--- src/rtl/return_address_stack_pkg.sv ---
// Shared constants and stack-op encoding for the return address stack.
// The word width tracks the PC width so call/return targets fit the fetch PC exactly.
package return_address_stack_pkg;

  localparam int unsigned PC_WIDTH    = 12;
  localparam int unsigned WORD_LENGTH = PC_WIDTH;
  localparam int unsigned DEPTH       = 8;
  localparam int unsigned PTR_W       = $clog2(DEPTH);
  localparam int unsigned CNT_W       = PTR_W + 1;

  typedef enum logic [1:0] {
    OP_NOP     = 2'd0,
    OP_PUSH    = 2'd1,
    OP_POP     = 2'd2,
    OP_REPLACE = 2'd3
  } stackOp_e;

  // Map decode's push/pop strobes onto a stack operation.
  function automatic stackOp_e decodeOp(input logic push, input logic pop);
    stackOp_e op;
    unique case ({push, pop})
      2'b10:   op = OP_PUSH;
      2'b01:   op = OP_POP;
      2'b11:   op = OP_REPLACE;
      default: op = OP_NOP;
    endcase
    return op;
  endfunction

endpackage

--- src/rtl/return_address_stack_if.sv ---
// Decode/fetch-facing bundle of the return address stack.
// master = decode/fetch side, slave = the stack itself.
interface return_address_stack_if;
  import return_address_stack_pkg::*;

  logic                   push;
  logic                   pop;
  logic [WORD_LENGTH-1:0] dataIn;
  logic                   errClr;
  logic [WORD_LENGTH-1:0] stackOutput;
  logic                   empty;
  logic                   full;
  logic [CNT_W-1:0]       count;
  logic                   overflow;
  logic                   underflow;

  modport master (
    output push, pop, dataIn, errClr,
    input  stackOutput, empty, full, count, overflow, underflow
  );

  modport slave (
    input  push, pop, dataIn, errClr,
    output stackOutput, empty, full, count, overflow, underflow
  );

endinterface

--- src/rtl/return_address_stack_regfile.sv ---
// Stack entry storage: one synchronous write port, one asynchronous read port,
// synchronous active-low clear of every entry.
module stack_regfile #(
  parameter int unsigned WIDTH = 12,
  parameter int unsigned DEPTH = 8,
  parameter int unsigned AW    = 3
) (
  input  logic             clk,
  input  logic             rst,
  input  logic             wrEn,
  input  logic [AW-1:0]    wrAddr,
  input  logic [WIDTH-1:0] wrData,
  input  logic [AW-1:0]    rdAddr,
  output logic [WIDTH-1:0] rdData
);

  logic [WIDTH-1:0] mem [DEPTH];

  always_ff @(posedge clk) begin
    if (!rst) begin
      for (int i = 0; i < int'(DEPTH); i++) mem[i] <= '0;
    end else if (wrEn) begin
      mem[wrAddr] <= wrData;
    end
  end

  assign rdData = mem[rdAddr];

endmodule

--- src/rtl/return_address_stack.sv ---
// Call/return stack feeding fetch: zero-latency top-of-stack read, replace on
// simultaneous push/pop, sticky overflow/underflow flags.
module return_address_stack
  import return_address_stack_pkg::*;
(
  input  logic                   clk,
  input  logic                   rst,
  return_address_stack_if.slave  ras
);

  logic [CNT_W-1:0]       sp;
  logic [CNT_W-1:0]       spNext;
  logic [CNT_W-1:0]       spMinus1;
  logic [PTR_W-1:0]       topIdx;
  logic                   isEmpty;
  logic                   isFull;
  logic                   wrEn;
  logic [PTR_W-1:0]       wrAddr;
  logic [WORD_LENGTH-1:0] rdData;
  logic                   ovfSet;
  logic                   udfSet;
  logic                   overflowQ;
  logic                   underflowQ;
  stackOp_e               op;

  assign spMinus1 = sp - CNT_W'(1);
  assign topIdx   = spMinus1[PTR_W-1:0];
  assign isEmpty  = (sp == '0);
  assign isFull   = (sp == CNT_W'(DEPTH));
  assign op       = decodeOp(ras.push, ras.pop);

  // Pointer movement, write-port steering and error-event detection.
  always_comb begin
    spNext = sp;
    wrEn   = 1'b0;
    wrAddr = sp[PTR_W-1:0];
    ovfSet = 1'b0;
    udfSet = 1'b0;
    unique case (op)
      OP_PUSH: begin
        if (isFull) begin
          ovfSet = 1'b1;
        end else begin
          wrEn   = 1'b1;
          spNext = sp + CNT_W'(1);
        end
      end
      OP_POP: begin
        if (isEmpty) udfSet = 1'b1;
        else         spNext = spMinus1;
      end
      OP_REPLACE: begin
        // Replacing on an empty stack degenerates to a plain push.
        wrEn = 1'b1;
        if (isEmpty) begin
          spNext = sp + CNT_W'(1);
        end else begin
          wrAddr = topIdx;
        end
      end
      default: ;
    endcase
  end

  always_ff @(posedge clk) begin
    if (!rst) begin
      sp         <= '0;
      overflowQ  <= 1'b0;
      underflowQ <= 1'b0;
    end else begin
      sp         <= spNext;
      overflowQ  <= ovfSet | (overflowQ & ~ras.errClr);
      underflowQ <= udfSet | (underflowQ & ~ras.errClr);
    end
  end

  stack_regfile #(
    .WIDTH (WORD_LENGTH),
    .DEPTH (DEPTH),
    .AW    (PTR_W)
  ) u_regfile (
    .clk    (clk),
    .rst    (rst),
    .wrEn   (wrEn),
    .wrAddr (wrAddr),
    .wrData (ras.dataIn),
    .rdAddr (topIdx),
    .rdData (rdData)
  );

  assign ras.stackOutput = isEmpty ? '0 : rdData;
  assign ras.empty       = isEmpty;
  assign ras.full        = isFull;
  assign ras.count       = sp;
  assign ras.overflow    = overflowQ;
  assign ras.underflow   = underflowQ;

endmodule

--- src/flat_wrapper.sv ---
// flat-port wrapper written by rule: the top's interface ports become plain ports
module return_address_stack_flat import return_address_stack_pkg::*;
  (clk, rst, ras_push, ras_pop, ras_dataIn, ras_errClr, ras_stackOutput, ras_empty, ras_full, ras_count, ras_overflow, ras_underflow);
  return_address_stack_if ras_i ();
  input  logic clk;
  input  logic rst;
  input wire logic [$bits(ras_i.push)-1:0] ras_push;
  input wire logic [$bits(ras_i.pop)-1:0] ras_pop;
  input wire logic [$bits(ras_i.dataIn)-1:0] ras_dataIn;
  input wire logic [$bits(ras_i.errClr)-1:0] ras_errClr;
  output wire logic [$bits(ras_i.stackOutput)-1:0] ras_stackOutput;
  output wire logic [$bits(ras_i.empty)-1:0] ras_empty;
  output wire logic [$bits(ras_i.full)-1:0] ras_full;
  output wire logic [$bits(ras_i.count)-1:0] ras_count;
  output wire logic [$bits(ras_i.overflow)-1:0] ras_overflow;
  output wire logic [$bits(ras_i.underflow)-1:0] ras_underflow;
  assign ras_i.push = ras_push;
  assign ras_i.pop = ras_pop;
  assign ras_i.dataIn = ras_dataIn;
  assign ras_i.errClr = ras_errClr;
  assign ras_stackOutput = ras_i.stackOutput;
  assign ras_empty = ras_i.empty;
  assign ras_full = ras_i.full;
  assign ras_count = ras_i.count;
  assign ras_overflow = ras_i.overflow;
  assign ras_underflow = ras_i.underflow;
  return_address_stack u_core (.clk(clk), .rst(rst), .ras(ras_i));
endmodule
--- config.mk ---
export PLATFORM = sky130hd
export DESIGN_NAME = return_address_stack_flat
export DESIGN_NICKNAME = d
export VERILOG_FILES = /design/src/rtl/return_address_stack_pkg.sv /design/src/rtl/return_address_stack_if.sv /design/src/rtl/return_address_stack_regfile.sv /design/src/rtl/return_address_stack.sv /design/src/flat_wrapper.sv
export SDC_FILE = /design/constraint.sdc
export NUM_CORES = 1
export LEC_CHECK = 0
export BUFFER_PORTS_ARGS = -buffer_cell sky130_fd_sc_hd__buf_4
export CORE_MARGIN = 3
export CORE_UTILIZATION = 37
export DETAILED_ROUTE_END_ITERATION = 16
export PLACE_DENSITY = 0.53
export SKIP_LAST_GASP = 1
export SYNTH_ARGS = -nofsm -noshare
export SYNTH_HDL_FRONTEND = slang
export SYNTH_HIERARCHICAL = 1
export SYNTH_SLANG_ARGS = --single-unit
--- constraint.sdc ---
create_clock -name clk -period 3 [get_ports clk]
set_input_delay 0.15 -clock clk [delete_from_list [all_inputs] [get_ports clk]]
set_output_delay 0.15 -clock clk [all_outputs]
set_load 0.1 [all_outputs]
Word-level counts from Yosys, hierarchy flattened:

Memories as Yosys holds them, arrays and structs flattened.
Cells that the tools add are included.

* reductions and logical operators: 4
* equal/unequal tests: 10
* add/sub/neg operators: 2
* multiplexer cells: 21
* bitwise logic cells: 5

Operators by type and width (number)
* two-way mux 12 bit: 2
* two-way mux 4 bit: 3
* case mux 4 bit (3 select lines): 1
* OR reduction 12 bit: 1
* two-way mux 1 bit: 10
* two-way mux 3 bit: 3
* equality test 2 bit, second input constant: 4
* case mux 2 bit (3 select lines): 1
* adder 4 x 1 -> 4 bit, second input constant: 1
* equality test 2 x 1 -> 1 bit, second input constant: 2
* equality test 4 bit, second input constant: 1
* logical NOT 4 bit: 1
* inequality test 2 bit, second input constant: 2
* AND reduction 4 bit: 1
* subtractor 4 x 1 -> 4 bit, second input constant: 1
* nonzero test 3 bit: 1
* bitwise AND 1 bit: 2
* inequality test 2 x 1 -> 1 bit, second input constant: 1
* OR 1 bit: 2
* case mux 1 bit (2 select lines): 1
* inverter 1 bit: 1

* bits in registers: 6
* bits in writable memories: 96
* input port bits: 17
* memories: 1

Memories
* u_core.u_regfile.mem: words 8, bits a word 12, read ports 1, clocked after memory_dff 0, wr ports 8, line return_address_stack_regfile.sv:17 `logic [WIDTH-1:0] mem [DEPTH];`

Depth between registers and ports, before layout:

* depth in word-level cells: 9
* gate-level depth with buffers: 10

Hierarchy:

Netlist, hierarchy kept.

Modules (own cells, without submodules)
* stack_regfile: seq. area each 2882.8 um2, cells an instance 283, area an instance 4371.7 um2, instances 1
* return_address_stack: seq. area each 120.1 um2, cells an instance 68, area an instance 539.3 um2, instances 1

Least setup slack after synthesis:

No wires, ideal clock.

* path kind: register -> output
* from: register u_core.sp[0], in the netlist u_core/ras.count[0]
* to: output ras_stackOutput[10]
* data required time: 2.850 ns
* arrival time: 3.920 ns
* setup slack: -1.070 ns
* path buffers: 1
* stages on the path, launching flop included: 6
* path through: dfxtp_1 -> inv_1 -> ha_1 -> nor3b_1 -> clkbuf_1 -> nor2b_1

* cells in the longest elaborated chain, start to end: 3
* elaborated cells on any way between the ends: 4

RTL lines
* from (decl): line return_address_stack.sv:11 `logic [CNT_W-1:0] sp;`
* from (signal assigned): line return_address_stack.sv:71 `sp <= spNext;`
* subtractor 4 x 1 -> 4 bit: line return_address_stack.sv:26 `assign spMinus1 = sp - CNT_W'(1);`
* net u_core.spMinus1[0]: line return_address_stack.sv:13 `logic [CNT_W-1:0] spMinus1;`
* memory read (8 x 12 bit)
* two-way mux 12 bit: line return_address_stack.sv:91 `assign ras.stackOutput = isEmpty ? '0 : rdData;`
* to (decl): line flat_wrapper.sv:11 `output wire logic [$bits(ras_i.stackOutput)-1:0] ras_stackOutput;`

The timed path passes the listed nets, and every way through them passes these cells.

Worst setup path after layout:

* from: register u_core.sp[0], in the netlist u_core/ras.count[0]
* to: output ras_stackOutput[7]

* cells in the longest elaborated chain, start to end: 3
* elaborated cells on any way between the ends: 4

RTL lines
* subtractor 4 x 1 -> 4 bit: line return_address_stack.sv:26
* net u_core.spMinus1[0]: line return_address_stack.sv:13
* memory read (8 x 12 bit)
* net u_core.rdData[7]: line return_address_stack.sv:19 `logic [WORD_LENGTH-1:0] rdData;`
* two-way mux 12 bit: line return_address_stack.sv:91

The timed path passes the listed nets, and every way through them passes these cells.

==> summary.txt <==
Final layout
  • Filler cells: 1164
  • Util after Layout: 45.7%
  • Diodes inserted: 0
  • Area grow syn2layout: 19.0%
  • Highest-count cells in the layout ignoring fill and taps: nor3_1, edfxtp_1, buf_4
  • Layout cells sized above 1: 29.9%
  • Final net count: 419

STA
  • Clk_skew: 0.00802 ns
  • RSZ-0062 raised after global routing: false
  • Fin. max-slew vios: 0
  • Worst-Margin Slew: 0.633 ns
  • Worst slew margin: 57.8%
  • PnR worst setup slack: 0.263 ns
  • Fmax: 0.365 GHz
  • Tmin final: 2.74 ns
  • Final hold violation count: 0
  • Final setup fails: 0
  • Tcrit/Tclk final: 91.2%
  • Fin Hold WS: 0.118 ns

Synthesis
  • Yosys warnings: 6
  • #FFs+latches synth: 102
  • Asr flop ratio synth: 0%
  • Synth top area cells: edfxtp_1, mux4_1, nor3_1
  • Area leader, netlist: edfxtp_1
  • Net count after synthesis: 370
  • Mapped Area: 4910 um^2
  • Part of the Yosys area used for sequential elements: 61.1%
  • Synth cell types: 40
  • Avg Cell Area, Syn: 14.0 um^2
  • Synth top area share: 58.7%
  • Top FF cell, synth: edfxtp_1
  • EDFF count, synth: 96
  • Cell count after synthesis: 351

Clock tree
  • Worst-path clk slew: 0.06 ns
  • CTS H-Tree Depth: 3
  • TritonCTS clock tree: yes
  • Post_cts resized: 0
  • Later-pin clock latency in the skew report: 0.35 ns
  • Clock buffer depth: 2
  • Clk sinks: 102
  • CTS Hold Bufs: 0
  • Setup bufs post-CTS: 0
  • Clock root cell: clkbuf_16
  • Num CTS Buffers: 9

Critical path
  • Data arrival time of the worst path: 2.59 ns
  • Worst-path fanout max: 10
  • Worst setup SP type: flip-flop
  • R2R Setup Slk: 0.34 ns
  • Critical Path End Type: output pin
  • R2r worst-path depth: 8
  • CP required: 2.85 ns
  • Setup CP Type: reg2out

Placement
  • Routability cong.: 0.780
  • Port Buffers: 36
  • DP Wirelength: 8.10 mm
  • Pre-CTS WS: 0.355 ns

Floorplanning
  • Die width: 121 um
  • Die Height: 121 um
  • Full die area: 14700 um^2
  • Cell row count: 41
  • Core Area: 12800 um^2
  • Ports: 37
  • Initial Util: 38.4%

Global route
  • Largest net degree at the start of global routing: 33
  • First-pass GRT wire length: 18.5 mm
  • Initial antenna violation count: 0
  • Vias in the first global route: 3155
  • GR Overflow Total: 0
  • GRT Resource Usage Total: 17.0%

Routing
  • Final WL: 11.8 mm
  • Routed vias/inst: 5.43
  • Routed vias: 3135
  • Final ANT Viol Nets: 0
  • WL/cell: 20.4 um
  • DRT Pass-1 Iters: 7
  • DRC Markers: 0
  • Initial drt markers: 214

Flow run
  • Max-cap viol count: 0

Worst hold path
  • Min-Delay Path Depth: 3
  • Hold WC Path Type: in2reg

Pwr
  • Seq pwr share: 35.1%
  • Comb power frac: 41.7%
  • Psw: 1.95 mW
  • P per Cell Area: 846 nW/um^2
  • Pwr Total: 4.94 mW
  • Clock power frac: 23.2%
  • P_leak: 2.14 nW
  • Peak supply drop: 0.789 mV
  • Pint: 2.99 mW
  • Sw frac: 39.5%

Outcome
  • Status: completed
-- flip-flops by register name, summed over array words and instances (netlist names) --
signal and flops:
u_core/u_regfile/mem 96, u_core/ras.underflow 1, u_core/ras.overflow 1, u_core/ras.count 4
-- area by class of cell --
type / count / area [um^2] / share of cell area [%]
Clock inverter: 5 / 60.1 / 1.03
Tap cell: 172 / 215 / 3.68
Multi-Input combinational cell: 199 / 1730 / 29.6
Timing Repair Buffer: 70 / 526 / 8.99
Inverter: 18 / 67.6 / 1.16
Clock buffer: 11 / 233 / 3.98
Sequential cell: 102 / 3010 / 51.6
-- routing by layer --
metal  vias to the layer above  GRT usage, %  wire, um
met5                         -             0         0
met4                         0          5.39       239
met3                        15          5.08       732
met2                       101          26.5      5530
met1                      1565          23.0      5290
li1                       1454             -         -
-- cell usage after synthesis (2+ instances only) --
cell      instances
a21oi_1           2
buf_2             2
buf_6             4
clkbuf_1         25
clkinv_1         12
dfxtp_1           6
edfxtp_1         96
ha_1              2
inv_1             6
mux2_2           12
mux2i_1           2
mux4_1           21
mux4_2            3
nand2_1           5
nand2b_1          3
nand3_1           2
nor2_1            4
nor2b_1          12
nor3_1           96
o21ai_0          12
or2_2             2
or4_1             2
xnor2_1           2
xor2_1            2
-- metrics by stage --
step                TNS [ns]  instance area [um^2]  std cells
floorplan              -1.78                  4950        351
global placement           0                  5550        561
detailed placement         0                  5550        561
CTS                        0                  5840        577
global route               0                  5840        577
finish                     0                  5840        577
-- power groups by stage --
stage                     clock network, mW  logic (mW)  registers, mW
after CTS                              1.18        2.08           1.73
after global routing                   1.23        2.18           1.75
after detailed placement                  0        2.07           1.76
after floorplan                           0        1.48           1.83
after global placement                    0        2.07           1.76
final                                  1.15        2.06           1.73
-- worst max-delay path, stage by stage, from the launching register on --
cell     delay [ns]
dfxtp_4        0.39
inv_1          0.06
ha_1           0.20
buf_4          0.15
xor2_2         0.15
buf_4          0.23
mux4_1         0.37
mux2_2         0.30
nor2b_1        0.14
buf_4          0.24
-- cell families after synthesis --
family,synth area share (%)
AOI/OAI and AO/OA,2.27
DFF,61.1
and+or+nand+nor,14.8
buffers and inverters,4.56
adders and majority gates,0.509
muxes,16.1
xor gates and xnor gates,0.714
-- worst paths after layout --
check	start	endpoint
setup / recovery	u_core/ras.count[0]	ras_stackOutput[7]
hold / removal	ras_push	u_core/ras.overflow
setup reg to reg	u_core/ras.count[0]	u_core/u_regfile/mem[4][5]
hold reg to reg	u_core/ras.underflow	u_core/ras.underflow
No activity file was read; power rests on OpenSTA's default activity.
